===== src/rtl/dmem_arbiter_if.sv =====
// Bus bundle between the two data-memory requesters, the arbiter and the
// data memory. The arbiter uses the slave view; the surrounding
// environment (CPU MEM stage, loader/debug port, memory) uses the master view.
interface dmem_arbiter_if;
    // Requester A (CPU MEM stage)
    logic        a_req;
    logic        a_we;
    logic [31:0] a_addr;
    logic [31:0] a_wdata;
    logic        a_ack;
    logic [31:0] a_rdata;
    logic        a_err;
    // Requester B (loader/debug port)
    logic        b_req;
    logic        b_we;
    logic [31:0] b_addr;
    logic [31:0] b_wdata;
    logic        b_ack;
    logic [31:0] b_rdata;
    logic        b_err;
    // Data memory side
    logic [31:0] mem_addr;
    logic [31:0] mem_wdata;
    logic        mem_memwrite;
    logic        mem_memread;
    logic [31:0] mem_rdata;

    modport slave (
        input  a_req, a_we, a_addr, a_wdata,
        output a_ack, a_rdata, a_err,
        input  b_req, b_we, b_addr, b_wdata,
        output b_ack, b_rdata, b_err,
        output mem_addr, mem_wdata, mem_memwrite, mem_memread,
        input  mem_rdata
    );

    modport master (
        output a_req, a_we, a_addr, a_wdata,
        input  a_ack, a_rdata, a_err,
        output b_req, b_we, b_addr, b_wdata,
        input  b_ack, b_rdata, b_err,
        input  mem_addr, mem_wdata, mem_memwrite, mem_memread,
        output mem_rdata
    );
endinterface


===== src/rtl/dmem_arbiter.sv =====
// Two-requester round-robin arbiter in front of a single-port data memory.
// Each transaction takes IDLE -> ACCESS -> RESP; the winner's command is
// captured at grant so requesters are free once they see their ack.
module dmem_arbiter #(
    parameter int MEM_AW = 10
) (
    input  logic          clk,
    input  logic          rst_n,
    dmem_arbiter_if.slave bus
);

    typedef enum logic [1:0] {
        IDLE   = 2'd0,
        ACCESS = 2'd1,
        RESP   = 2'd2
    } state_t;

    state_t      state_q, state_d;
    logic        last_b_q;      // 1 = B won the most recent grant
    logic        owner_b_q;     // requester owning the transaction in flight
    logic        cmd_we_q;
    logic [31:0] cmd_addr_q;
    logic [31:0] cmd_wdata_q;
    logic        cmd_err_q;
    logic [31:0] rdata_q;

    logic        any_req;
    logic        grant_b;
    logic        sel_we;
    logic [31:0] sel_addr;
    logic [31:0] sel_wdata;

    // Misaligned word access or address beyond the memory window.
    function automatic logic addr_bad(input logic [31:0] addr);
        return (addr[1:0] != 2'b00) || (addr[31:MEM_AW] != '0);
    endfunction

    assign any_req   = bus.a_req | bus.b_req;
    // B wins when alone, or on a tie when A had the last grant.
    assign grant_b   = bus.b_req & (~bus.a_req | ~last_b_q);
    assign sel_we    = grant_b ? bus.b_we    : bus.a_we;
    assign sel_addr  = grant_b ? bus.b_addr  : bus.a_addr;
    assign sel_wdata = grant_b ? bus.b_wdata : bus.a_wdata;

    // State register; reset abandons any transaction in flight.
    always_ff @(posedge clk or negedge rst_n) begin
        if (!rst_n) state_q <= IDLE;
        else        state_q <= state_d;
    end

    // Next-state logic plus memory strobes and requester responses.
    always_comb begin
        state_d          = state_q;
        bus.mem_memwrite = 1'b0;
        bus.mem_memread  = 1'b0;
        bus.a_ack        = 1'b0;
        bus.a_err        = 1'b0;
        bus.a_rdata      = 32'h0;
        bus.b_ack        = 1'b0;
        bus.b_err        = 1'b0;
        bus.b_rdata      = 32'h0;
        unique case (state_q)
            IDLE: begin
                if (any_req) state_d = ACCESS;
            end
            ACCESS: begin
                bus.mem_memwrite = cmd_we_q & ~cmd_err_q;
                bus.mem_memread  = ~cmd_we_q & ~cmd_err_q;
                state_d          = RESP;
            end
            RESP: begin
                if (owner_b_q) begin
                    bus.b_ack   = 1'b1;
                    bus.b_err   = cmd_err_q;
                    bus.b_rdata = rdata_q;
                end else begin
                    bus.a_ack   = 1'b1;
                    bus.a_err   = cmd_err_q;
                    bus.a_rdata = rdata_q;
                end
                state_d = IDLE;
            end
            default: state_d = IDLE;
        endcase
    end

    // Capture the winner's command at grant and the read data at the end of ACCESS.
    always_ff @(posedge clk or negedge rst_n) begin
        if (!rst_n) begin
            last_b_q    <= 1'b1;
            owner_b_q   <= 1'b0;
            cmd_we_q    <= 1'b0;
            cmd_addr_q  <= 32'h0;
            cmd_wdata_q <= 32'h0;
            cmd_err_q   <= 1'b0;
            rdata_q     <= 32'h0;
        end else begin
            if (state_q == IDLE && any_req) begin
                last_b_q    <= grant_b;
                owner_b_q   <= grant_b;
                cmd_we_q    <= sel_we;
                cmd_addr_q  <= sel_addr;
                cmd_wdata_q <= sel_wdata;
                cmd_err_q   <= addr_bad(sel_addr);
            end
            if (state_q == ACCESS) begin
                rdata_q <= (cmd_we_q || cmd_err_q) ? 32'h0 : bus.mem_rdata;
            end
        end
    end

    assign bus.mem_addr  = cmd_addr_q;
    assign bus.mem_wdata = cmd_wdata_q;

endmodule


===== src/flat_wrapper.sv =====
// flat-port wrapper written by rule: the top's interface ports become plain ports
module dmem_arbiter_flat 
#(
    parameter int MEM_AW = 10
)
  (clk, rst_n, bus_a_req, bus_a_we, bus_a_addr, bus_a_wdata, bus_a_ack, bus_a_rdata, bus_a_err, bus_b_req, bus_b_we, bus_b_addr, bus_b_wdata, bus_b_ack, bus_b_rdata, bus_b_err, bus_mem_addr, bus_mem_wdata, bus_mem_memwrite, bus_mem_memread, bus_mem_rdata);
  dmem_arbiter_if bus_i ();
  input  logic clk;
  input  logic rst_n;
  input wire logic [$bits(bus_i.a_req)-1:0] bus_a_req;
  input wire logic [$bits(bus_i.a_we)-1:0] bus_a_we;
  input wire logic [$bits(bus_i.a_addr)-1:0] bus_a_addr;
  input wire logic [$bits(bus_i.a_wdata)-1:0] bus_a_wdata;
  output wire logic [$bits(bus_i.a_ack)-1:0] bus_a_ack;
  output wire logic [$bits(bus_i.a_rdata)-1:0] bus_a_rdata;
  output wire logic [$bits(bus_i.a_err)-1:0] bus_a_err;
  input wire logic [$bits(bus_i.b_req)-1:0] bus_b_req;
  input wire logic [$bits(bus_i.b_we)-1:0] bus_b_we;
  input wire logic [$bits(bus_i.b_addr)-1:0] bus_b_addr;
  input wire logic [$bits(bus_i.b_wdata)-1:0] bus_b_wdata;
  output wire logic [$bits(bus_i.b_ack)-1:0] bus_b_ack;
  output wire logic [$bits(bus_i.b_rdata)-1:0] bus_b_rdata;
  output wire logic [$bits(bus_i.b_err)-1:0] bus_b_err;
  output wire logic [$bits(bus_i.mem_addr)-1:0] bus_mem_addr;
  output wire logic [$bits(bus_i.mem_wdata)-1:0] bus_mem_wdata;
  output wire logic [$bits(bus_i.mem_memwrite)-1:0] bus_mem_memwrite;
  output wire logic [$bits(bus_i.mem_memread)-1:0] bus_mem_memread;
  input wire logic [$bits(bus_i.mem_rdata)-1:0] bus_mem_rdata;
  assign bus_i.a_req = bus_a_req;
  assign bus_i.a_we = bus_a_we;
  assign bus_i.a_addr = bus_a_addr;
  assign bus_i.a_wdata = bus_a_wdata;
  assign bus_a_ack = bus_i.a_ack;
  assign bus_a_rdata = bus_i.a_rdata;
  assign bus_a_err = bus_i.a_err;
  assign bus_i.b_req = bus_b_req;
  assign bus_i.b_we = bus_b_we;
  assign bus_i.b_addr = bus_b_addr;
  assign bus_i.b_wdata = bus_b_wdata;
  assign bus_b_ack = bus_i.b_ack;
  assign bus_b_rdata = bus_i.b_rdata;
  assign bus_b_err = bus_i.b_err;
  assign bus_mem_addr = bus_i.mem_addr;
  assign bus_mem_wdata = bus_i.mem_wdata;
  assign bus_mem_memwrite = bus_i.mem_memwrite;
  assign bus_mem_memread = bus_i.mem_memread;
  assign bus_i.mem_rdata = bus_mem_rdata;
  dmem_arbiter #(.MEM_AW(MEM_AW)) u_core (.clk(clk), .rst_n(rst_n), .bus(bus_i));
endmodule

===== config.mk =====
export PLATFORM = sky130hd
export DESIGN_NAME = dmem_arbiter_flat
export DESIGN_NICKNAME = d
export VERILOG_FILES = /design/src/rtl/dmem_arbiter_if.sv /design/src/rtl/dmem_arbiter.sv /design/src/flat_wrapper.sv
export SDC_FILE = /design/constraint.sdc
export NUM_CORES = 1
export LEC_CHECK = 0
export CORE_MARGIN = 5
export CORE_UTILIZATION = 38
export DETAILED_ROUTE_END_ITERATION = 16
export GPL_ROUTABILITY_DRIVEN = 0
export PLACE_DENSITY = 0.82
export SYNTH_ARGS = -nofsm -noshare
export SYNTH_HDL_FRONTEND = slang
export SYNTH_SLANG_ARGS = --single-unit

===== constraint.sdc =====
create_clock -name clk -period 1.8 [get_ports clk]
set_input_delay 0.36 -clock clk [delete_from_list [all_inputs] [get_ports clk]]
set_output_delay 0.36 -clock clk [all_outputs]
set_load 0.005 [all_outputs]

Word-level counts from Yosys, hierarchy flattened
Cells that the tools add are included.
- bits in registers: 102
- output and inout bits: 134
- logic and storage cells: 46
- bits of input ports: 166
- reduce and logical (&&, ||, !) cells: 6
- bitwise gates (word level): 9
- equal/unequal tests: 3
- muxes and demuxes: 20
- operators by type and width (cell ; count):
    2-to-1 mux 32 bit ; 7
    nonzero test 22 bit ; 1
    2-to-1 mux 1 bit ; 11
    NOT 1 bit ; 4
    case mux 2 bit (2 select lines) ; 1
    bitwise AND 1 bit ; 3
    equality test 2 x 1 -> 1 bit (second input constant) ; 1
    equality test 2 bit (second input constant) ; 1
    logical NOT 2 bit ; 1
    logical OR 1 bit ; 2
    2-to-1 mux 2 bit ; 1
    != test 2 x 1 -> 1 bit (second input constant) ; 1
    OR 1 bit ; 2
    nonzero test 2 bit ; 1
    logical AND 1 bit ; 1

Longest topological paths before layout
- word-level depth: 6
- mapped depth: 6
- mapped depth without buffers: 5

Least setup slack after synthesis
No wires, ideal clock.
- kind: register -> output
- start point: register u_core.state_q[0]
- end point: output port bus_a_rdata[22]
- arrival time: 1.089 ns
- slack: 0.351 ns
- buffers on the path: 1
- required time: 1.440 ns
- cell stages (with the launch flop): 4
- cells stage by stage: dfrtp_1 > nor3b_2 > clkbuf_1 > and2_1
- cells in the longest elaborated chain, start to end: 2
- ends and longest elaborated chain (item ; RTL line ; source):
    from (decl) ; dmem_arbiter.sv:18 ; state_t state_q, state_d;
    from (signal assigned) ; dmem_arbiter.sv:48 ; else state_q <= state_d;
    equality test 2 bit ; dmem_arbiter.sv:62 ; unique case (state_q)
    2-to-1 mux 32 bit ; dmem_arbiter.sv:62 ;
    to (decl) ; flat_wrapper.sv:15 ; output wire logic [$bits(bus_i.a_rdata)-1:0] bus_a_rdata;
Every way passes these cells.

Worst setup path after layout
- start point: register u_core.owner_b_q
- end point: output port bus_a_rdata[12]
- cells in the longest elaborated chain, start to end: 2
- ends and longest elaborated chain (item ; RTL line ; source):
    from (decl) ; dmem_arbiter.sv:20 ; logic owner_b_q;
    from (signal assigned) ; dmem_arbiter.sv:100 ; owner_b_q <= grant_b;
    2-to-1 mux 32 bit ; dmem_arbiter.sv:72 ; if (owner_b_q) begin
    2-to-1 mux 32 bit ; dmem_arbiter.sv:62 ;
Every way passes these cells.

==> flow_summary.json <==
{
  "final-hold-violation-count": 0,
  "grt_pass1_vias": 4939,
  "crit_start": "u_core.owner_b_q",
  "setup_slack_ns": -0.175,
  "via_count": 4723,
  "yosysMostFrequentCell": "dfrtp_1",
  "cts_buffer_depth": 2,
  "numCtsBuffers": 9,
  "hp-class": "in2async",
  "synth-async-reset-ratio_pct": 100,
  "worstMarginPinSlew_ns": 0.370,
  "synth_seq_cells": 102,
  "gr-total-overflow": 0,
  "drc": 0,
  "dp_slack_ns": -0.130,
  "critPathCapture": "bus_a_rdata[12]",
  "violations": "negative setup slack",
  "slew_headroom_pct": 75.1,
  "skew_ns": 0.00880,
  "boundaryPins": 300,
  "cp.required_ns": 1.44,
  "wire_per_inst_um": 18.0,
  "setup_viol": 66,
  "die_h_um": 124,
  "viasPerCell": 4.93,
  "status": "finished with violations",
  "clk_pin_slew_worst_paths_ns": 0.07,
  "synth_warnings": 0,
  "drt_iter0_drc": 207,
  "die_w_um": 124,
  "grt_usage_pct": 21.3,
  "cp.arrival_ns": 1.62,
  "clock_power_share_pct": 18.9,
  "crit_type": "reg2out",
  "grt_max_degree": 70,
  "rrSetupSlack_ns": 0.37,
  "seq_area_frac_synth_pct": 52.1,
  "core_area_um2": 12600,
  "post_synth_num_cell_types": 26,
  "antenna_found_initial": 0,
  "endpoint_kind": "primary output",
  "insertion_delay_ns": 0.33,
  "dr.pass1.iters": 4,
  "grt_pass1_wl_um": 25300,
  "synth_edf_count": 0,
  "p_leak_nw": 3.91,
  "combPwrFrac_pct": 46.6,
  "power.share.switching_pct": 32.4,
  "drive_above_1_share_pct": 19.1,
  "critPathLaunchType": "flip-flop",
  "cts_root_buffer": "clkbuf_16",
  "syn-mean-instance-area_um2": 10.5,
  "cts_tree": "built",
  "power.internal_w": 0.00695,
  "syn_area_um2": 4900,
  "post-route-period-util_pct": 110,
  "ant_nets": 0,
  "powerDensity_nw_per_um2": 1170,
  "syn_to_final_growth_pct": 79.1,
  "crit_path_max_fanout": 5,
  "cts_sinks": 102,
  "syn_inst": 467,
  "utilization_pct": 69.6,
  "synth.area.top_cells": "dfrtp_1 (52%), mux2i_1 (13%), and2_1 (8.4%)",
  "holdWs_ns": 0.368,
  "yosys-top-cells-count": "dfrtp_1 (101), nand2_1 (70), and2_1 (66), mux2i_1 (66), o21ai_1 (66)",
  "io_buffer_count": 299,
  "syn_nets": 633,
  "drt-total-wl_um": 17200,
  "final.min_clock_period_ns": 1.98,
  "synth_top_area_share_pct": 51.5,
  "reg2reg_to": "u_core.bus.mem_addr[24]",
  "timing.fmax_mhz": 506,
  "start_util_pct": 38.9,
  "worst-r2r-cell-count": 7,
  "ir_drop_mv": 0.648,
  "dp_hpwl_um": 13500,
  "grt_setup_unrepaired": "true",
  "synth-main-ff-cell": "dfrtp_1",
  "fin_nets": 947,
  "dieArea_um2": 15300,
  "r2r_start": "u_core.state_q[0]",
  "p_sw_w": 0.00333,
  "fp-row-count": 41,
  "max-cap-violations": 0,
  "drv_slew": 0,
  "synth_largest_area_cell": "dfrtp_1",
  "seqPwrFrac_pct": 34.4,
  "h-tree-depth": 3,
  "antenna_cells": 0
}
==> metal layers <==
| metal | vias to the layer above | global-route usage, % | share of wire [%] | wire [um] |
|---|---|---|---|---|
| met5 | - | 0 | 0 | 0 |
| met4 | 0 | 7.68 | 2.4 | 408 |
| li1 | 2246 | - | - | - |
| met2 | 216 | 39.3 | 53 | 9190 |
| met1 | 2233 | 23.2 | 36 | 6220 |
| met3 | 28 | 5.72 | 8.1 | 1400 |
==> how the worst min path moves through the flow <==
stage | slack, ns | end | depth (start not counted)
final | 0.37 | u_core.bus.mem_addr[19] | 2
after detailed placement | 0.17 | u_core.bus.mem_addr[19] | 1
after global placement | 0.17 | u_core.bus.mem_addr[19] | 1
after global routing | 0.38 | u_core.bus.mem_addr[19] | 2
after floorplan | 0.06 | u_core.bus.mem_addr[0] | 0
after CTS | 0.35 | u_core.bus.mem_addr[19] | 2
==> registers in the layout (all words and copies together) (netlist names) <==
signal	flops
u_core.cmd_err_q	1
u_core.owner_b_q	1
u_core.bus.mem_wdata	32
u_core.rdata_q	32
u_core.state_q	2
u_core.bus.mem_addr	32
u_core.last_b_q	1
u_core.cmd_we_q	1
==> placed cells by master, fill, tap and decap left out, drive strengths merged <==
cell type | synthesis | final
a21boi | 1 | 1
a22o | 32 | 32
a31oi | 1 | 1
and2 | 66 | 66
and3b | 1 | 1
buf | 20 | 66
bufinv | 0 | 1
clkbuf | 15 | 19
clkdlybuf4s15 | 0 | 36
clkdlybuf4s50 | 0 | 228
clkinv | 0 | 1
clkinvlp | 0 | 1
dfrtp | 101 | 101
dfstp | 1 | 1
dlygate4sd3 | 0 | 1
inv | 2 | 3
mux2i | 66 | 66
nand2 | 70 | 70
nand2b | 1 | 1
nand3 | 1 | 1
nand4 | 3 | 3
nor2 | 6 | 6
nor3 | 1 | 1
nor3b | 2 | 2
nor4 | 10 | 10
o21ai | 67 | 67
==> layout make-up <==
class                      instances  area (um2)
clock inverter                     4        55.1
tap                              172         215
clock buffer                      12         246
inverter                           2        7.51
multi-input combinational        328        2210
sequential                       102        2550
fill                             942        3840
timing repair buffer             338        3500
==> metrics by stage <==
stage | instances | setup TNS, ns | power (W) | instance area [um2]
global placement | 928 | -1.59 | 0.00795 | 8280
global route | 958 | -11.84 | 0.0109 | 8780
detailed placement | 928 | -4.66 | 0.00814 | 8280
CTS | 953 | -10.75 | 0.0103 | 8670
finish | 958 | -6.23 | 0.0103 | 8780
floorplan | 467 | 0 | 0.00528 | 4900
==> critical path: stages, from the launching register on <==
cell and delay (ns):
dfrtp_1 0.41, nor3b_4 0.30, buf_4 0.17, buf_6 0.10, buf_6 0.09, and2_4 0.13, buf_6 0.08
==> kinds of logic after synthesis <==
kind of cell | synth area share (%)
buffers and inverters | 4.44
flip-flops | 52.1
AND/OR/NAND/NOR | 17.0
multiplexers | 13.5
AO/OA/AOI/OAI | 13.0
==> power by group through the flow <==
stage	clock [W]	sequential [W]	combinational, W
after global placement	0	0.00351	0.00444
after detailed placement	0	0.00357	0.00457
final	0.00195	0.00354	0.00480
after floorplan	0	0.00356	0.00172
after CTS	0.00200	0.00355	0.00476
after global routing	0.00209	0.00363	0.00522
==> timing repair <==
item                                   CTS  global route
setup endpoints to repair               70            70
hold buffers                             1             0
endpoints found under the hold margin    1             0
cloned                                   2             1
gates resized for setup                198            84
pin swaps                                3             3
setup buffers                            6            11
Note: power is estimated with default switching activity, not from simulation.
